`src/rtl/risc_mem_pkg.sv`:
```
// Shared types and constants for the IF/DM memory port arbiter.
// Owner encoding is derived from the FSM state so the two can never disagree.
package risc_mem_pkg;

    localparam int ADDR_W_DEFAULT = 16;
    localparam int DATA_W_DEFAULT = 16;

    typedef enum logic [1:0] {
        IDLE    = 2'd0,
        BUSY_IF = 2'd1,
        BUSY_DM = 2'd2
    } arb_state_t;

    localparam logic [1:0] OWN_NONE = 2'd0;
    localparam logic [1:0] OWN_IF   = 2'd1;
    localparam logic [1:0] OWN_DM   = 2'd2;

    function automatic logic [1:0] owner_of(input arb_state_t st);
        logic [1:0] own;
        case (st)
            BUSY_IF: own = OWN_IF;
            BUSY_DM: own = OWN_DM;
            default: own = OWN_NONE;
        endcase
        return own;
    endfunction

endpackage

```
`src/rtl/mem_port_arbiter_wait_timer.sv`:
```
// Counts memory wait cycles of the current access and flags the cycle in
// which the TIMEOUT-th consecutive wait occurs.
module mem_wait_timer #(
    parameter int TIMEOUT = 15
) (
    input  logic clk,
    input  logic rst,
    input  logic clr,
    input  logic en,
    output logic timeout
);

    localparam int CNT_W = $clog2(TIMEOUT + 1);
    localparam logic [CNT_W-1:0] LAST = CNT_W'(TIMEOUT - 1);

    logic [CNT_W-1:0] wait_cnt_r;

    assign timeout = en && (wait_cnt_r == LAST);

    // wait counter: cleared between accesses, advanced on each stalled cycle
    always_ff @(posedge clk) begin
        if (rst) begin
            wait_cnt_r <= {CNT_W{1'b0}};
        end else if (clr) begin
            wait_cnt_r <= {CNT_W{1'b0}};
        end else if (en && !timeout) begin
            wait_cnt_r <= wait_cnt_r + CNT_W'(1);
        end else begin
            wait_cnt_r <= wait_cnt_r;
        end
    end

endmodule

```
`src/rtl/mem_port_arbiter.sv`:
```
// Arbitrates one single-port memory between instruction fetch and the data
// stage: DM has priority, IF is forced through after STARVE_LIMIT DM wins.
module mem_port_arbiter
    import risc_mem_pkg::*;
#(
    parameter int ADDR_W       = ADDR_W_DEFAULT,
    parameter int DATA_W       = DATA_W_DEFAULT,
    parameter int STARVE_LIMIT = 4,
    parameter int TIMEOUT      = 15
) (
    input  logic              clk,
    input  logic              rst,
    input  logic              if_req,
    input  logic [ADDR_W-1:0] if_addr,
    output logic [DATA_W-1:0] if_rdata,
    output logic              if_ack,
    input  logic              dm_req,
    input  logic              dm_we,
    input  logic [ADDR_W-1:0] dm_addr,
    input  logic [DATA_W-1:0] dm_wdata,
    output logic [DATA_W-1:0] dm_rdata,
    output logic              dm_ack,
    output logic              mem_req,
    output logic              mem_we,
    output logic [ADDR_W-1:0] mem_addr,
    output logic [DATA_W-1:0] mem_wdata,
    input  logic [DATA_W-1:0] mem_rdata,
    input  logic              mem_ready,
    output logic [1:0]        owner,
    output logic              bus_err
);

    localparam int SW = $clog2(STARVE_LIMIT + 1);
    localparam logic [SW-1:0] STARVE_MAX = SW'(STARVE_LIMIT);

    arb_state_t        state_r, state_n;
    logic [SW-1:0]     starve_r, starve_n;
    logic              mem_req_r, mem_req_n, mem_we_r, mem_we_n;
    logic [ADDR_W-1:0] mem_addr_r, mem_addr_n;
    logic [DATA_W-1:0] mem_wdata_r, mem_wdata_n;
    logic              if_ack_r, if_ack_n, dm_ack_r, dm_ack_n;
    logic [DATA_W-1:0] if_rdata_r, if_rdata_n, dm_rdata_r, dm_rdata_n;
    logic [1:0]        owner_r;
    logic              bus_err_r, bus_err_n;

    logic              if_elig_s, dm_elig_s, grant_if_s, grant_dm_s;
    logic              busy_s, timeout_s, done_s;
    logic [DATA_W-1:0] done_data_s;

    // A requester is not eligible in its own ack cycle: its req is still high
    // there but belongs to the access that just completed.
    assign if_elig_s   = if_req && !if_ack_r;
    assign dm_elig_s   = dm_req && !dm_ack_r;
    assign grant_if_s  = (state_r == IDLE) && if_elig_s &&
                         (!dm_elig_s || (starve_r == STARVE_MAX));
    assign grant_dm_s  = (state_r == IDLE) && dm_elig_s && !grant_if_s;
    assign busy_s      = (state_r == BUSY_IF) || (state_r == BUSY_DM);
    assign done_s      = busy_s && (mem_ready || timeout_s);
    assign done_data_s = mem_ready ? mem_rdata : {DATA_W{1'b0}};

    mem_wait_timer #(
        .TIMEOUT (TIMEOUT)
    ) u_wait_timer (
        .clk     (clk),
        .rst     (rst),
        .clr     (!busy_s || mem_ready),
        .en      (busy_s && !mem_ready),
        .timeout (timeout_s)
    );

    // next-state, grant and completion decode
    always_comb begin
        state_n     = state_r;
        starve_n    = starve_r;
        mem_req_n   = mem_req_r;
        mem_we_n    = mem_we_r;
        mem_addr_n  = mem_addr_r;
        mem_wdata_n = mem_wdata_r;
        if_ack_n    = 1'b0;
        dm_ack_n    = 1'b0;
        if_rdata_n  = if_rdata_r;
        dm_rdata_n  = dm_rdata_r;
        bus_err_n   = bus_err_r;
        case (state_r)
            IDLE: begin
                if (grant_if_s) begin
                    state_n     = BUSY_IF;
                    mem_req_n   = 1'b1;
                    mem_we_n    = 1'b0;
                    mem_addr_n  = if_addr;
                    mem_wdata_n = {DATA_W{1'b0}};
                    starve_n    = {SW{1'b0}};
                end else if (grant_dm_s) begin
                    state_n     = BUSY_DM;
                    mem_req_n   = 1'b1;
                    mem_we_n    = dm_we;
                    mem_addr_n  = dm_addr;
                    mem_wdata_n = dm_wdata;
                    if (!if_req) begin
                        starve_n = {SW{1'b0}};
                    end else if (starve_r == STARVE_MAX) begin
                        starve_n = starve_r;
                    end else begin
                        starve_n = starve_r + SW'(1);
                    end
                end else begin
                    state_n = IDLE;
                end
            end
            BUSY_IF, BUSY_DM: begin
                if (done_s) begin
                    state_n   = IDLE;
                    mem_req_n = 1'b0;
                    if (state_r == BUSY_IF) begin
                        if_ack_n   = 1'b1;
                        if_rdata_n = done_data_s;
                    end else begin
                        dm_ack_n   = 1'b1;
                        dm_rdata_n = done_data_s;
                    end
                    if (!mem_ready) begin
                        bus_err_n = 1'b1;
                    end else begin
                        bus_err_n = bus_err_r;
                    end
                end else begin
                    state_n = state_r;
                end
            end
            default: begin
                state_n   = IDLE;
                mem_req_n = 1'b0;
            end
        endcase
    end

    // state and registered outputs
    always_ff @(posedge clk) begin
        if (rst) begin
            state_r     <= IDLE;
            starve_r    <= {SW{1'b0}};
            mem_req_r   <= 1'b0;
            mem_we_r    <= 1'b0;
            mem_addr_r  <= {ADDR_W{1'b0}};
            mem_wdata_r <= {DATA_W{1'b0}};
            if_ack_r    <= 1'b0;
            dm_ack_r    <= 1'b0;
            if_rdata_r  <= {DATA_W{1'b0}};
            dm_rdata_r  <= {DATA_W{1'b0}};
            owner_r     <= OWN_NONE;
            bus_err_r   <= 1'b0;
        end else begin
            state_r     <= state_n;
            starve_r    <= starve_n;
            mem_req_r   <= mem_req_n;
            mem_we_r    <= mem_we_n;
            mem_addr_r  <= mem_addr_n;
            mem_wdata_r <= mem_wdata_n;
            if_ack_r    <= if_ack_n;
            dm_ack_r    <= dm_ack_n;
            if_rdata_r  <= if_rdata_n;
            dm_rdata_r  <= dm_rdata_n;
            owner_r     <= owner_of(state_n);
            bus_err_r   <= bus_err_n;
        end
    end

    assign if_rdata  = if_rdata_r;
    assign if_ack    = if_ack_r;
    assign dm_rdata  = dm_rdata_r;
    assign dm_ack    = dm_ack_r;
    assign mem_req   = mem_req_r;
    assign mem_we    = mem_we_r;
    assign mem_addr  = mem_addr_r;
    assign mem_wdata = mem_wdata_r;
    assign owner     = owner_r;
    assign bus_err   = bus_err_r;

endmodule

```
`config.mk`:
```
export PLATFORM = sky130hd
export DESIGN_NAME = mem_port_arbiter
export DESIGN_NICKNAME = d
export VERILOG_FILES = /design/src/rtl/risc_mem_pkg.sv /design/src/rtl/mem_port_arbiter_wait_timer.sv /design/src/rtl/mem_port_arbiter.sv
export SDC_FILE = /design/constraint.sdc
export NUM_CORES = 1
export LEC_CHECK = 0
export CAP_MARGIN = 5
export CELL_PAD_IN_SITES_DETAIL_PLACEMENT = 2
export CELL_PAD_IN_SITES_GLOBAL_PLACEMENT = 2
export CORE_MARGIN = 2
export CORE_UTILIZATION = 25
export CTS_CLUSTER_DIAMETER = 50
export DETAILED_ROUTE_END_ITERATION = 8
export PLACE_DENSITY_LB_ADDON = 0.1
export REMOVE_ABC_BUFFERS = 1
export SKIP_LAST_GASP = 1
export SYNTH_ARGS = -nofsm -noshare
export SYNTH_HDL_FRONTEND = slang
export SYNTH_HIERARCHICAL = 1
export SYNTH_SLANG_ARGS = --single-unit
```
`constraint.sdc`:
```
create_clock -name clk -period 5.45 [get_ports clk]
set_input_delay 1.3625 -clock clk [delete_from_list [all_inputs] [get_ports clk]]
set_output_delay 1.3625 -clock clk [all_outputs]
set_load 0.02 [all_outputs]
```
After elaboration in Yosys (flattened, before gate mapping)

Index checks and enable logic that the tools add are counted.
W data, S select, Z words.

Output and inout bits: 71
Register bits: 80
Word-level logic and storage cells: 82
Bits of input ports: 70

Bitwise logic cells: 4
Add/sub/neg operators: 2
Reductions and logical operators: 32
Mux-type cells: 22
Equal/unequal tests: 9

Operators by type and width:

| cell                  | number |
|---|---|
| $mux W16              | 5 |
| $mux W3               | 4 |
| $reduce_and A3 Y1     | 4 |
| $logic_and A1 B1 Y1   | 10 |
| $pmux W2 S2           | 2 |
| $logic_not A1 Y1      | 7 |
| $mux W1               | 7 |
| $mux W2               | 3 |
| $ne A3 B3 Y1 const B  | 2 |
| $add A4 B1 Y4 const B | 1 |
| $eq A2 B1 Y1 const B  | 2 |
| $eq A2 B2 Y1 const B  | 2 |
| $eq A4 B4 Y1 const B  | 1 |
| $logic_or A1 B1 Y1    | 4 |
| $not A1 Y1            | 4 |
| $reduce_and A2 Y1     | 2 |
| $reduce_or A2 Y1      | 2 |
| $add A3 B1 Y3 const B | 1 |
| $eq A3 B3 Y1 const B  | 1 |
| $reduce_or A3 Y1      | 1 |
| $logic_not A2 Y1      | 1 |
| $ne A2 B2 Y1 const B  | 1 |
| $pmux W1 S2           | 1 |
| $reduce_bool A2 Y1    | 1 |

Depth between registers and ports, before layout

Gate-level depths: netlist of the first run.

Depth in word-level cells: 12
Mapped depth: 11
Mapped depth without buffers: 9

Modules after synthesis

Netlist of the first run, hierarchy kept.

Modules (own cells, without submodules):

| module           | cells each | area an instance (sq um) | times used | sequential area each (sq um) |
|---|---|---|---|---|
| mem_port_arbiter | 357        | 3094.2                   | 1          | 1521.5 |
| mem_wait_timer   | 23         | 216.5                    | 1          | 80.1 |

Worst setup path before layout of the first run

No wires, ideal clock.

Path type: in2reg
Start: input port mem_ready
End: register if_rdata_r[14], in the netlist if_rdata[14]
Stages: 10
Slack: 2.374 ns
Buffers on the path: 3
Data arrival time: 2.944 ns
Required time: 5.318 ns
Setup time: 0.132 ns
Cell sequence: buf_2 -> nand2b_1 -> inv_1 -> and4_2 -> o21ai_2 -> or2_2 -> buf_2 -> buf_4 -> nand2_1 -> a21oi_1

Word-level cells in the longest chain between the ends: 6
Elaborated cells between the ends (all ways): 7
Classes of those cells: mux: 1; reduce/logical: 6

Ends and longest elaborated chain:

| what                               | RTL line                          | text |
|---|---|---|
| start, declared                    | mem_port_arbiter.sv:28            | `input logic mem_ready,` |
| $logic_not A1 Y1                   | n/a                               |  |
| $logic_and A1 B1 Y1                | mem_port_arbiter.sv:67            | `.en (busy_s && !mem_ready),` |
| $logic_and A1 B1 Y1                | mem_port_arbiter_wait_timer.sv:18 | `assign timeout = en && (wait_cnt_r == LAST);` |
| named net timeout_s                | mem_port_arbiter.sv:47            | `logic busy_s, timeout_s, done_s;` |
| $logic_or A1 B1 Y1                 | mem_port_arbiter.sv:58            | `assign done_s = busy_s && (mem_ready \|\| timeout_s);` |
| $logic_and A1 B1 Y1                | mem_port_arbiter.sv:58            |  |
| $reduce_and A3 Y1 (no source line) | n/a                               |  |
| end signal, assigned               | mem_port_arbiter.sv:148           | `if_rdata_r <= {DATA_W{1'b0}};` |
| end signal, assigned               | mem_port_arbiter.sv:161           | `if_rdata_r <= if_rdata_n;` |
| end, declared                      | mem_port_arbiter.sv:42            | `logic [DATA_W-1:0] if_rdata_r, if_rdata_n, dm_rdata_r, dm_rdata_n;` |

The timed path passes the listed nets, and every way through them passes these cells.
A chain may end at the register's enable or synchronous reset.

Worst setup path after layout of the first run

Start: input port mem_ready
End: register dm_rdata_r[15], in the netlist dm_rdata[15]

Word-level cells in the longest chain between the ends: 6
Elaborated cells between the ends (all ways): 7
Classes of those cells: mux: 1; reduce/logical: 6

Ends and longest elaborated chain:

| what                               | RTL line                          | text |
|---|---|---|
| $logic_not A1 Y1                   | n/a                               |  |
| $logic_and A1 B1 Y1                | mem_port_arbiter.sv:67            |  |
| $logic_and A1 B1 Y1                | mem_port_arbiter_wait_timer.sv:18 |  |
| named net timeout_s                | mem_port_arbiter.sv:47            |  |
| $logic_or A1 B1 Y1                 | mem_port_arbiter.sv:58            |  |
| $logic_and A1 B1 Y1                | mem_port_arbiter.sv:58            |  |
| $reduce_and A3 Y1 (no source line) | n/a                               |  |
| end signal, assigned               | mem_port_arbiter.sv:149           | `dm_rdata_r <= {DATA_W{1'b0}};` |
| end signal, assigned               | mem_port_arbiter.sv:162           | `dm_rdata_r <= dm_rdata_n;` |
| end, declared                      | mem_port_arbiter.sv:42            |  |

The timed path passes the listed nets, and every way through them passes these cells.

==> results of run 1 <==
## registers in the layout, summed over array words and instances, names as in the netlist, 2 cells and up
name                     cells
dm_rdata                    16
if_rdata                    16
mem_addr                    16
mem_wdata                   16
owner                        2
starve_r                     3
state_r                      2
u_wait_timer/wait_cnt_r      4
## placed cells by master (no fill, tap or decap), drive strengths merged, types with 2 or more instances in the layout
| cell type | instances |
|---|---|
| o21ai | 5 |
| nor3 | 3 |
| nand2b | 5 |
| nor3b | 3 |
| a21oi | 54 |
| a211oi | 16 |
| dfxtp | 80 |
| nand2 | 68 |
| clkbuf | 12 |
| mux2i | 16 |
| buf | 5 |
| nand3 | 35 |
| nor2 | 22 |
| ha | 7 |
| nand3b | 2 |
| inv | 12 |
| nor4 | 2 |
| a2111oi | 3 |
| a31oi | 2 |
| clkdlybuf4s50 | 139 |
| and2b | 2 |
## cell families (layout without fill, tap and decap cells)
kind of cell,Yosys count,count (layout),share of synthesized area
compound gates,87,87,0.165
fa+ha+maj,7,7,0.0265
buf+inv,40,169,0.0605
flops,80,80,0.484
mux,16,16,0.0484
simple gates,150,150,0.216
## per-layer routing
metal / wire length (microns) / track usage
met1: 4730 / 0.187
met3: 825 / 0.0580
met2: 5800 / 0.291
met5: 0 / 0
met4: 175 / 0.0625
## per-stage QoR
stage                     hold WS [ns]  total power [mW]  cells  utilization  worst slack, ns
final                            0.453              1.49    685        0.387             1.97
after global routing             0.466              1.57    685        0.387             1.74
after CTS                        0.456              1.52    685        0.387             1.99
after detailed placement         0.449             0.950    672        0.367             1.63
after global placement           0.441             0.942    672        0.367             1.73
after floorplan                  0.469             0.782    352            -             2.56
## layout make-up
type                            count  area, sq um
Clock buffer                       12          256
Clock inverter                      1         5.00
Fill cell                        1443         8020
Inverter                           12         45.0
Multi-Input combinational cell    260         1510
Sequential cell                    80         1600
Tap cell                          176          220
Timing Repair Buffer              144         1430
## where the power goes
part	switching [mW]	internal, mW	total (mW)
Combinational	0.156	0.139	0.295
Sequential	0.0176	0.619	0.636
Clock	0.232	0.325	0.557
## how the worst min path moves through the flow
| stage | end | cells after the start |
|---|---|---|
| after floorplan | starve_r[1] | 2 |
| after global placement | dm_rdata[6] | 2 |
| after detailed placement | mem_wdata[9] | 2 |
| after CTS | mem_wdata[9] | 2 |
| after global routing | mem_wdata[11] | 2 |
| final | mem_wdata[9] | 2 |
## critical path: cells and delay by family
kind | cells | cell delay [ns]
AOI/OAI and AO/OA | 2 | 0.39
and+or+nand+nor | 4 | 1.29
buffers and inverters | 2 | 0.70
==> run summary, run 1 <==
## Yosys
- Synth Flop Type: sky130_fd_sc_hd__dfxtp_1
- flop and latch count out of synthesis: 80
- top post-synthesis cells by area: sky130_fd_sc_hd__dfxtp_1 (48%), sky130_fd_sc_hd__a21oi_1 (8.2%), sky130_fd_sc_hd__nand2_1 (7.7%), sky130_fd_sc_hd__nand3_1 (5.1%), sky130_fd_sc_hd__mux2i_1 (4.8%)
- library cell with the largest summed area after synthesis: sky130_fd_sc_hd__dfxtp_1
- area fraction of the dominant cell type after synthesis: 0.484
- Synth cell types: 45
- Post-synth EDFFs: 0
- most numerous cell types in the synthesized netlist: sky130_fd_sc_hd__dfxtp_1 (80), sky130_fd_sc_hd__nand2_1 (68), sky130_fd_sc_hd__a21oi_1 (54)
- number of standard cells after synthesis: 380
- cell with the most instances after synthesis: sky130_fd_sc_hd__dfxtp_1
- synthesized area per cell: 8.71 sq um
- synthesized area: 0.00331 sq mm
- Yosys warning count: 6
- post-synthesis sequential area ratio: 0.484
- share of flip-flops with an asynchronous set or reset: 0

## Timing
- final sum of negative setup slack: 0 ns
- total count of max-transition violations in the final report: 0
- normalized max-slew margin: 0.504
- Final Hold Fails: 0
- transition time at the pin with the least slew margin: 0.743 ns
- number of endpoints failing setup at the final stage: 0
- unrepaired setup endpoints after global routing: no
- Peak Freq: 288 MHz
- Period Utilization, post-route: 0.638
- Final min period: 3.48 ns
- worst clock skew on the final layout: 0.00596 ns

## Clocking
- clock tree from TritonCTS: built
- CTS Buf Count: 9
- TritonCTS sink count: 80
- # Post-CTS Setup Buffers: 0
- buffer type at the clock tree root: sky130_fd_sc_hd__clkbuf_16
- cts-stage hold buffer count: 0
- count of H-tree levels built during CTS: 3
- Reg clk slew, reported paths: 0.06 ns
- clock buffer depth: 2
- post-CTS sizing: 0
- insertion delay of the later-clocked pin in the worst-skew pair: 0.34 ns

## Setup path
- maximum fanout encountered on the critical timing path: 17
- setup slack, reg-to-reg: 2.71 ns
- R2R depth: 9
- required time at the worst-slack endpoint: 5.71 ns
- beginning of the worst register-to-register path: state_r[0]
- Crit. End Element: flip-flop
- critical path's slowest cell: sky130_fd_sc_hd__nand2b_1
- worst r2r dst: dm_rdata[15]
- cell chain of the critical path: clkdlybuf4s50_1, nand2b_1, inv_1, and4_2, o21ai_2, nand2b_1, nand2_1, a21oi_1
- WP data arrival: 3.74 ns
- slowest stage delay, CP: 0.60 ns
- crit path kind: in -> reg
- launching element of the worst setup path: mem_ready
- Worst Setup EP: dm_rdata[15]
- most common cell type on the critical path: sky130_fd_sc_hd__nand2b_1
- startpoint class of the critical path: input port

## Floorplanning
- overall die height: 119 microns
- Total Die Area: 0.0142 sq mm
- number of primary I/O pins: 141
- core region area: 0.0131 sq mm
- Die X-Extent: 119 microns
- floorplan row count: 42
- effective utilization at floorplan: 0.253

## Drt
- first-pass iteration count of the detailed router: 3
- count of vias placed by the detailed router: 3198
- total routed wirelength: 11500 microns
- iteration-0 DRC count of the detailed router: 120
- average detailed-routed wire length per instance: 16.8 microns
- Residual DRC: 0
- Vias/cell: 4.67
- count of antenna-violating nets left after detailed routing: 0

## Place
- routability-driven placement congestion ratio: 0.760
- area of placed instances: 0.00480 sq mm
- DP Wirelength: 8320 microns
- Port Buffers: 140

## Layout
- diode count: 0
- fin area: 0.00506 sq mm
- share of post-route cells with drive strength above 1: 0.0668
- final-stage net count: 584
- area added between synthesis and finish: 52.9%

## Hold path
- startpoint of the most critical hold path: mem_wdata[9]
- classification of the worst-slack hold path: reg -> reg

## Global route
- wire length of the first global-routing pass: 18400 microns
- total gr overflow: 0
- via count of the first global-routing pass: 3463
- largest net degree at the start of global routing: 50
- global router's overall resource usage: 0.167
- initial antenna violation count: 0

## Outcome
- status: completed

## Pwr
- cell leakage power: 1.84 nW
- power density over cell area: 294 mW/mm^2
- Max rail drop VDD: 0.000106 V

## Job
- number of max-cap violations: 0

Note: power is estimated with default switching activity, not from simulation.
==> run 2: changes to the inputs <==
--- a/config.mk
+++ b/config.mk
@@ -9,7 +9,7 @@
 export CELL_PAD_IN_SITES_DETAIL_PLACEMENT = 2
 export CELL_PAD_IN_SITES_GLOBAL_PLACEMENT = 2
 export CORE_MARGIN = 2
-export CORE_UTILIZATION = 25
+export CORE_UTILIZATION = 23
 export CTS_CLUSTER_DIAMETER = 50
 export DETAILED_ROUTE_END_ITERATION = 8
 export PLACE_DENSITY_LB_ADDON = 0.1
==> constraint.sdc (replaced) <==
create_clock -name clk -period 3.2 [get_ports clk]
set_input_delay 0.8 -clock clk [delete_from_list [all_inputs] [get_ports clk]]
set_output_delay 0.8 -clock clk [all_outputs]
set_load 0.02 [all_outputs]
==> run summary, run 2 (synthesis results as in run 1) <==
## Timing
- number of endpoints failing setup at the final stage: 0
- total count of max-transition violations in the final report: 0
- Peak Freq: 391 MHz
- unrepaired setup endpoints after global routing: no
- Period Utilization, post-route: 0.800
- Final min period: 2.56 ns
- normalized max-slew margin: 0.497
- Final Hold Fails: 0
- worst clock skew on the final layout: 0.0112 ns
- final sum of negative setup slack: 0 ns
- transition time at the pin with the least slew margin: 0.754 ns
- worst hold slack: 0.456 ns

## Clocking
- insertion delay of the later-clocked pin in the worst-skew pair: 0.35 ns
- cts-stage hold buffer count: 0
- CTS Buf Count: 9
- post-CTS sizing: 0
- TritonCTS sink count: 80
- count of H-tree levels built during CTS: 3
- buffer type at the clock tree root: sky130_fd_sc_hd__clkbuf_16
- Reg clk slew, reported paths: 0.06 ns
- clock buffer depth: 2
- # Post-CTS Setup Buffers: 0
- clock tree from TritonCTS: built

## Setup path
- required time at the worst-slack endpoint: 3.47 ns
- launching element of the worst setup path: mem_ready
- cell chain of the critical path: clkdlybuf4s50_1, nand2b_1, inv_1, and4_2, o21ai_2, nor2_2, nand3_1, a21oi_1
- crit path kind: in -> reg
- number of logic stages on the critical path including buffering: 8
- Worst Setup EP: if_rdata[0]
- worst path bufs/invs: 2
- startpoint class of the critical path: input port
- worst r2r dst: if_rdata[0]
- setup slack, reg-to-reg: 0.82 ns
- WP data arrival: 2.83 ns
- critical path's slowest cell: sky130_fd_sc_hd__nor2_2
- top cell family by delay on the critical path: simple AND/OR/NAND/NOR gates
- slowest stage delay, CP: 0.60 ns
- maximum fanout encountered on the critical timing path: 16
- R2R depth: 9
- Crit. End Element: flip-flop
- beginning of the worst register-to-register path: state_r[0]

## Global route
- total gr overflow: 0
- via count of the first global-routing pass: 3510
- wire length of the first global-routing pass: 18400 microns
- initial antenna violation count: 0
- global router's overall resource usage: 0.159
- largest net degree at the start of global routing: 48

## Layout
- fin area: 0.00522 sq mm
- diode count: 0
- share of post-route cells with drive strength above 1: 0.0921
- commonest non-fill, non-tap cell in the layout: sky130_fd_sc_hd__clkdlybuf4s50_1
- fill count: 1556
- area added between synthesis and finish: 57.7%
- highest-count cells in the layout ignoring fill and taps: sky130_fd_sc_hd__clkdlybuf4s50_1 (139), sky130_fd_sc_hd__dfxtp_1 (80), sky130_fd_sc_hd__nand2_1 (68)
- final cell count without fillers: 701
- final-stage net count: 593
- fin util: 0.373

## Drt
- average detailed-routed wire length per instance: 16.9 microns
- first-pass iteration count of the detailed router: 4
- count of antenna-violating nets left after detailed routing: 0
- total routed wirelength: 11900 microns
- Residual DRC: 0
- count of vias placed by the detailed router: 3253
- iteration-0 DRC count of the detailed router: 107
- Vias/cell: 4.64

## Pwr
- cell leakage power: 1.93 nW
- power density over cell area: 529 mW/mm^2
- Max rail drop VDD: 0.000245 V

## Place
- placed instance count: 685
- Port Buffers: 140
- area of placed instances: 0.00489 sq mm
- routability-driven placement congestion ratio: 0.685
- DP Wirelength: 8650 microns

## Floorplanning
- core region area: 0.0140 sq mm
- Die X-Extent: 124 microns
- floorplan row count: 43
- overall die height: 124 microns
- Total Die Area: 0.0154 sq mm
- effective utilization at floorplan: 0.237
- number of primary I/O pins: 141

## Outcome
- status: completed

## Job
- number of max-cap violations: 0

## Hold path
- classification of the worst-slack hold path: reg -> reg

-- run 2: changes by cell type in the layout (fill, tap and decap cells not counted) --
cell	previous run	this run
sky130_fd_sc_hd__o21a_2	0	1
sky130_fd_sc_hd__clkinv_2	1	2
sky130_fd_sc_hd__bufinv_16	0	2
sky130_fd_sc_hd__buf_12	0	1
sky130_fd_sc_hd__buf_4	4	12
sky130_fd_sc_hd__clkinv_4	0	1
sky130_fd_sc_hd__clkbuf_1	1	0
sky130_fd_sc_hd__o21a_1	1	0
-- run 2: worst register-to-register path, stage by stage, from the launching register on --
cell and delay [ns]:
sky130_fd_sc_hd__dfxtp_1 0.39, sky130_fd_sc_hd__inv_1 0.08, sky130_fd_sc_hd__ha_1 0.34, sky130_fd_sc_hd__nand2b_1 0.09, sky130_fd_sc_hd__inv_1 0.07, sky130_fd_sc_hd__and4_2 0.28
sky130_fd_sc_hd__o21ai_2 0.10, sky130_fd_sc_hd__nor2_2 0.60, sky130_fd_sc_hd__nand3_1 0.17, sky130_fd_sc_hd__a21oi_1 0.18
-- run 2: per-layer routing --
metal  GRT usage  up-vias  wire length [microns]
met5           0        -                      0
met4      0.0421        0                    131
met3      0.0691       12                   1030
met2       0.280       92                   5910
met1       0.175     1562                   4790
li1            -     1587                      -
-- run 2: worst min-delay path by stage --
stage          depth (start not counted)          from            to  slack [ns]
5_1_grt                                2  mem_wdata[8]  mem_wdata[8]        0.48
3_5_place_dp                           2  dm_rdata[10]  dm_rdata[10]        0.45
3_3_place_gp                           2        mem_we        mem_we        0.44
6_report                               2   dm_rdata[3]   dm_rdata[3]        0.46
4_1_cts                                2        mem_we        mem_we        0.46
2_1_floorplan                          2   starve_r[1]   starve_r[1]        0.47
-- run 2: area by class of cell --
class	count	area, sq um	area share
flip-flops and latches	80	1600	0.307
multi-input cells	260	1510	0.289
repair buffers	153	1510	0.289
clock buffers	11	253	0.0484
well taps	180	225	0.0431
clock inverters	5	78.8	0.0151
inverters	12	45.0	0.00863
-- run 2: per-stage QoR --
step / power (mW) / setup WS (ns)
after floorplan: 1.33 / 0.872
after global placement: 1.63 / 0.342
after detailed placement: 1.64 / 0.255
after CTS: 2.82 / 0.594
after global routing: 2.90 / 0.460
final: 2.76 / 0.640
-- run 2: power by group --
group | switching, mW | total [mW] | leakage [nW] | internal [mW]
sequential | 0.0308 | 1.08 | 0.653 | 1.05
combinational | 0.270 | 0.523 | 1.11 | 0.253
clock | 0.429 | 1.15 | 0.165 | 0.725
total | 0.730 | 2.76 | 1.93 | 2.03
==> run 3: changes to the inputs <==
--- a/config.mk
+++ b/config.mk
@@ -9,7 +9,7 @@
 export CELL_PAD_IN_SITES_DETAIL_PLACEMENT = 2
 export CELL_PAD_IN_SITES_GLOBAL_PLACEMENT = 2
 export CORE_MARGIN = 2
-export CORE_UTILIZATION = 23
+export CORE_UTILIZATION = 21
 export CTS_CLUSTER_DIAMETER = 50
 export DETAILED_ROUTE_END_ITERATION = 8
 export PLACE_DENSITY_LB_ADDON = 0.1
==> constraint.sdc (replaced) <==
create_clock -name clk -period 2.2 [get_ports clk]
set_input_delay 0.55 -clock clk [delete_from_list [all_inputs] [get_ports clk]]
set_output_delay 0.55 -clock clk [all_outputs]
set_load 0.02 [all_outputs]
==> run summary, run 3 (synthesis results as in run 1) <==
## Pwr
- switching portion of total power: 0.269
- Sequential Power Share: 0.390
- total power after layout: 4.04 mW
- Net Switching: 1.09 mW
- Max rail drop VDD: 0.000355 V
- cell leakage power: 2.02 nW
- power density over cell area: 737 mW/mm^2
- clock network power share: 0.401
- internal power of the cells: 2.95 mW
- fraction of power consumed by combinational cells: 0.209

## Clocking
- buffer type at the clock tree root: sky130_fd_sc_hd__clkbuf_16
- clock buffer depth: 2
- CTS Buf Count: 9
- TritonCTS sink count: 80
- cts-stage hold buffer count: 0
- count of H-tree levels built during CTS: 3
- clock tree from TritonCTS: built
- insertion delay of the later-clocked pin in the worst-skew pair: 0.34 ns
- Reg clk slew, reported paths: 0.06 ns

## Layout
- diode count: 0
- highest-count cells in the layout ignoring fill and taps: sky130_fd_sc_hd__clkdlybuf4s50_1 (139), sky130_fd_sc_hd__dfxtp_1 (80), sky130_fd_sc_hd__nand2_1 (68)
- share of post-route cells with drive strength above 1: 0.118
- area added between synthesis and finish: 65.5%
- commonest non-fill, non-tap cell in the layout: sky130_fd_sc_hd__clkdlybuf4s50_1
- final-stage net count: 606

## Floorplanning
- core region area: 0.0153 sq mm
- Die X-Extent: 130 microns
- floorplan row count: 45
- overall die height: 130 microns
- number of primary I/O pins: 141
- Total Die Area: 0.0168 sq mm
- effective utilization at floorplan: 0.216

## Timing
- Period Utilization, post-route: 0.922
- total count of max-transition violations in the final report: 0
- worst clock skew on the final layout: 0.00913 ns
- number of endpoints failing setup at the final stage: 0
- unrepaired setup endpoints after global routing: no
- normalized max-slew margin: 0.646
- Final Hold Fails: 0
- transition time at the pin with the least slew margin: 0.532 ns
- Peak Freq: 493 MHz
- Final min period: 2.03 ns
- final worst setup slack: 0.172 ns

## Drt
- iteration-0 DRC count of the detailed router: 127
- count of vias placed by the detailed router: 3327
- Vias/cell: 4.47
- total routed wirelength: 12200 microns
- Residual DRC: 0
- average detailed-routed wire length per instance: 16.4 microns
- first-pass iteration count of the detailed router: 4
- count of antenna-violating nets left after detailed routing: 0

## Setup path
- Crit. End Element: flip-flop
- maximum fanout encountered on the critical timing path: 8
- startpoint class of the critical path: input port
- crit path kind: in -> reg
- cell chain of the critical path: clkdlybuf4s50_1, nand2b_1, inv_1, and4_4, o21ai_4, or2_2, nand2_1, a21oi_1
- launching element of the worst setup path: mem_ready
- worst path bufs/invs: 2
- top cell family by delay on the critical path: simple AND/OR/NAND/NOR gates
- WP data arrival: 2.25 ns
- required time at the worst-slack endpoint: 2.42 ns
- slowest stage delay, CP: 0.46 ns
- beginning of the worst register-to-register path: state_r[1]
- critical path's slowest cell: sky130_fd_sc_hd__clkdlybuf4s50_1

## Global route
- via count of the first global-routing pass: 3550
- initial antenna violation count: 0
- largest net degree at the start of global routing: 35
- global router's overall resource usage: 0.147
- total gr overflow: 0
- wire length of the first global-routing pass: 18900 microns

## Place
- routability-driven placement congestion ratio: 0.682
- Port Buffers: 140
- DP Wirelength: 8950 microns
- DP Worst Slack: -0.544 ns

## Job
- number of max-cap violations: 0

## Outcome
- status: completed

## Hold path
- startpoint of the most critical hold path: mem_wdata[6]
- classification of the worst-slack hold path: reg -> reg

==> run 3: changes by cell type in the layout (fill, tap and decap cells not counted), moves of 2 or more <==
cell and change:
sky130_fd_sc_hd__buf_12 +7, sky130_fd_sc_hd__buf_4 +5, sky130_fd_sc_hd__clkbuf_8 -2, sky130_fd_sc_hd__clkinvlp_4 +2, sky130_fd_sc_hd__nor2_2 -2, sky130_fd_sc_hd__nor2_4 +2
==> run 3: stage by stage <==
step	area [sq um]	setup TNS (ns)	hold slack (ns)	instances	utilization
finish	5480	0	0.458	745	0.358
detailed placement	5060	-17.10	0.451	725	0.330
global route	5480	0	0.486	745	0.358
floorplan	3160	-0.429	0.469	352	-
CTS	5390	0	0.463	741	0.352
global placement	5060	-15.96	0.442	725	0.330
==> run 3: power groups by stage <==
stage / registers [mW] / logic, mW / clock network, mW
floorplan: 1.70 / 0.238 / 0
global placement: 1.60 / 0.816 / 0
detailed placement: 1.61 / 0.831 / 0
CTS: 1.58 / 0.839 / 1.69
global route: 1.59 / 0.917 / 1.75
finish: 1.57 / 0.844 / 1.62
==> run 3: final cells by class <==
class	instances	area (sq um)
sequential	80	1600
clock inverter	7	93.8
inverter	12	45.0
tap	211	264
timing repair buffer	165	1680
clock buffer	9	225
fill	1723	9840
multi-input combinational	261	1560
==> run 3: path summary, 6_finish.rpt <==
path / depth (start not counted) / slack [ns] / endpoint
worst max-delay path: 8 / 0.17 / if_rdata[10]
worst min-delay path: 2 / 0.46 / mem_wdata[6]
worst max register to register: 9 / 0.22 / if_rdata[10]
worst min register to register: 2 / 0.46 / mem_wdata[6]
==> run 3: worst register-to-register path, delay by kind of cell (launching register included) <==
| kind | cells | cell delay (ns) |
|---|---|---|
| AOI/OAI and AO/OA | 2 | 0.16 |
| DFF | 1 | 0.34 |
| buffers and inverters | 2 | 0.18 |
| and+or+nand+nor | 4 | 0.87 |
| adders and majority gates | 1 | 0.30 |
==> run 3: routing by layer <==
metal  track usage  up-vias  part of all wire
li1              -     1614                 -
met1         0.173     1599              0.44
met2         0.247      100              0.47
met3        0.0421       14             0.070
met4        0.0670        0             0.019
met5             0        -                 0
==> run 3: what timing repair did <==
| action | CTS | global route |
|---|---|---|
| buffers inserted | 0 | 3 |
| endpoints found under the hold margin | 0 | 0 |
| gates cloned | 0 | 1 |
| resized for setup | 3 | 5 |
| pin swaps | 0 | 4 |
| endpoints found under the setup margin | 32 | 36 |
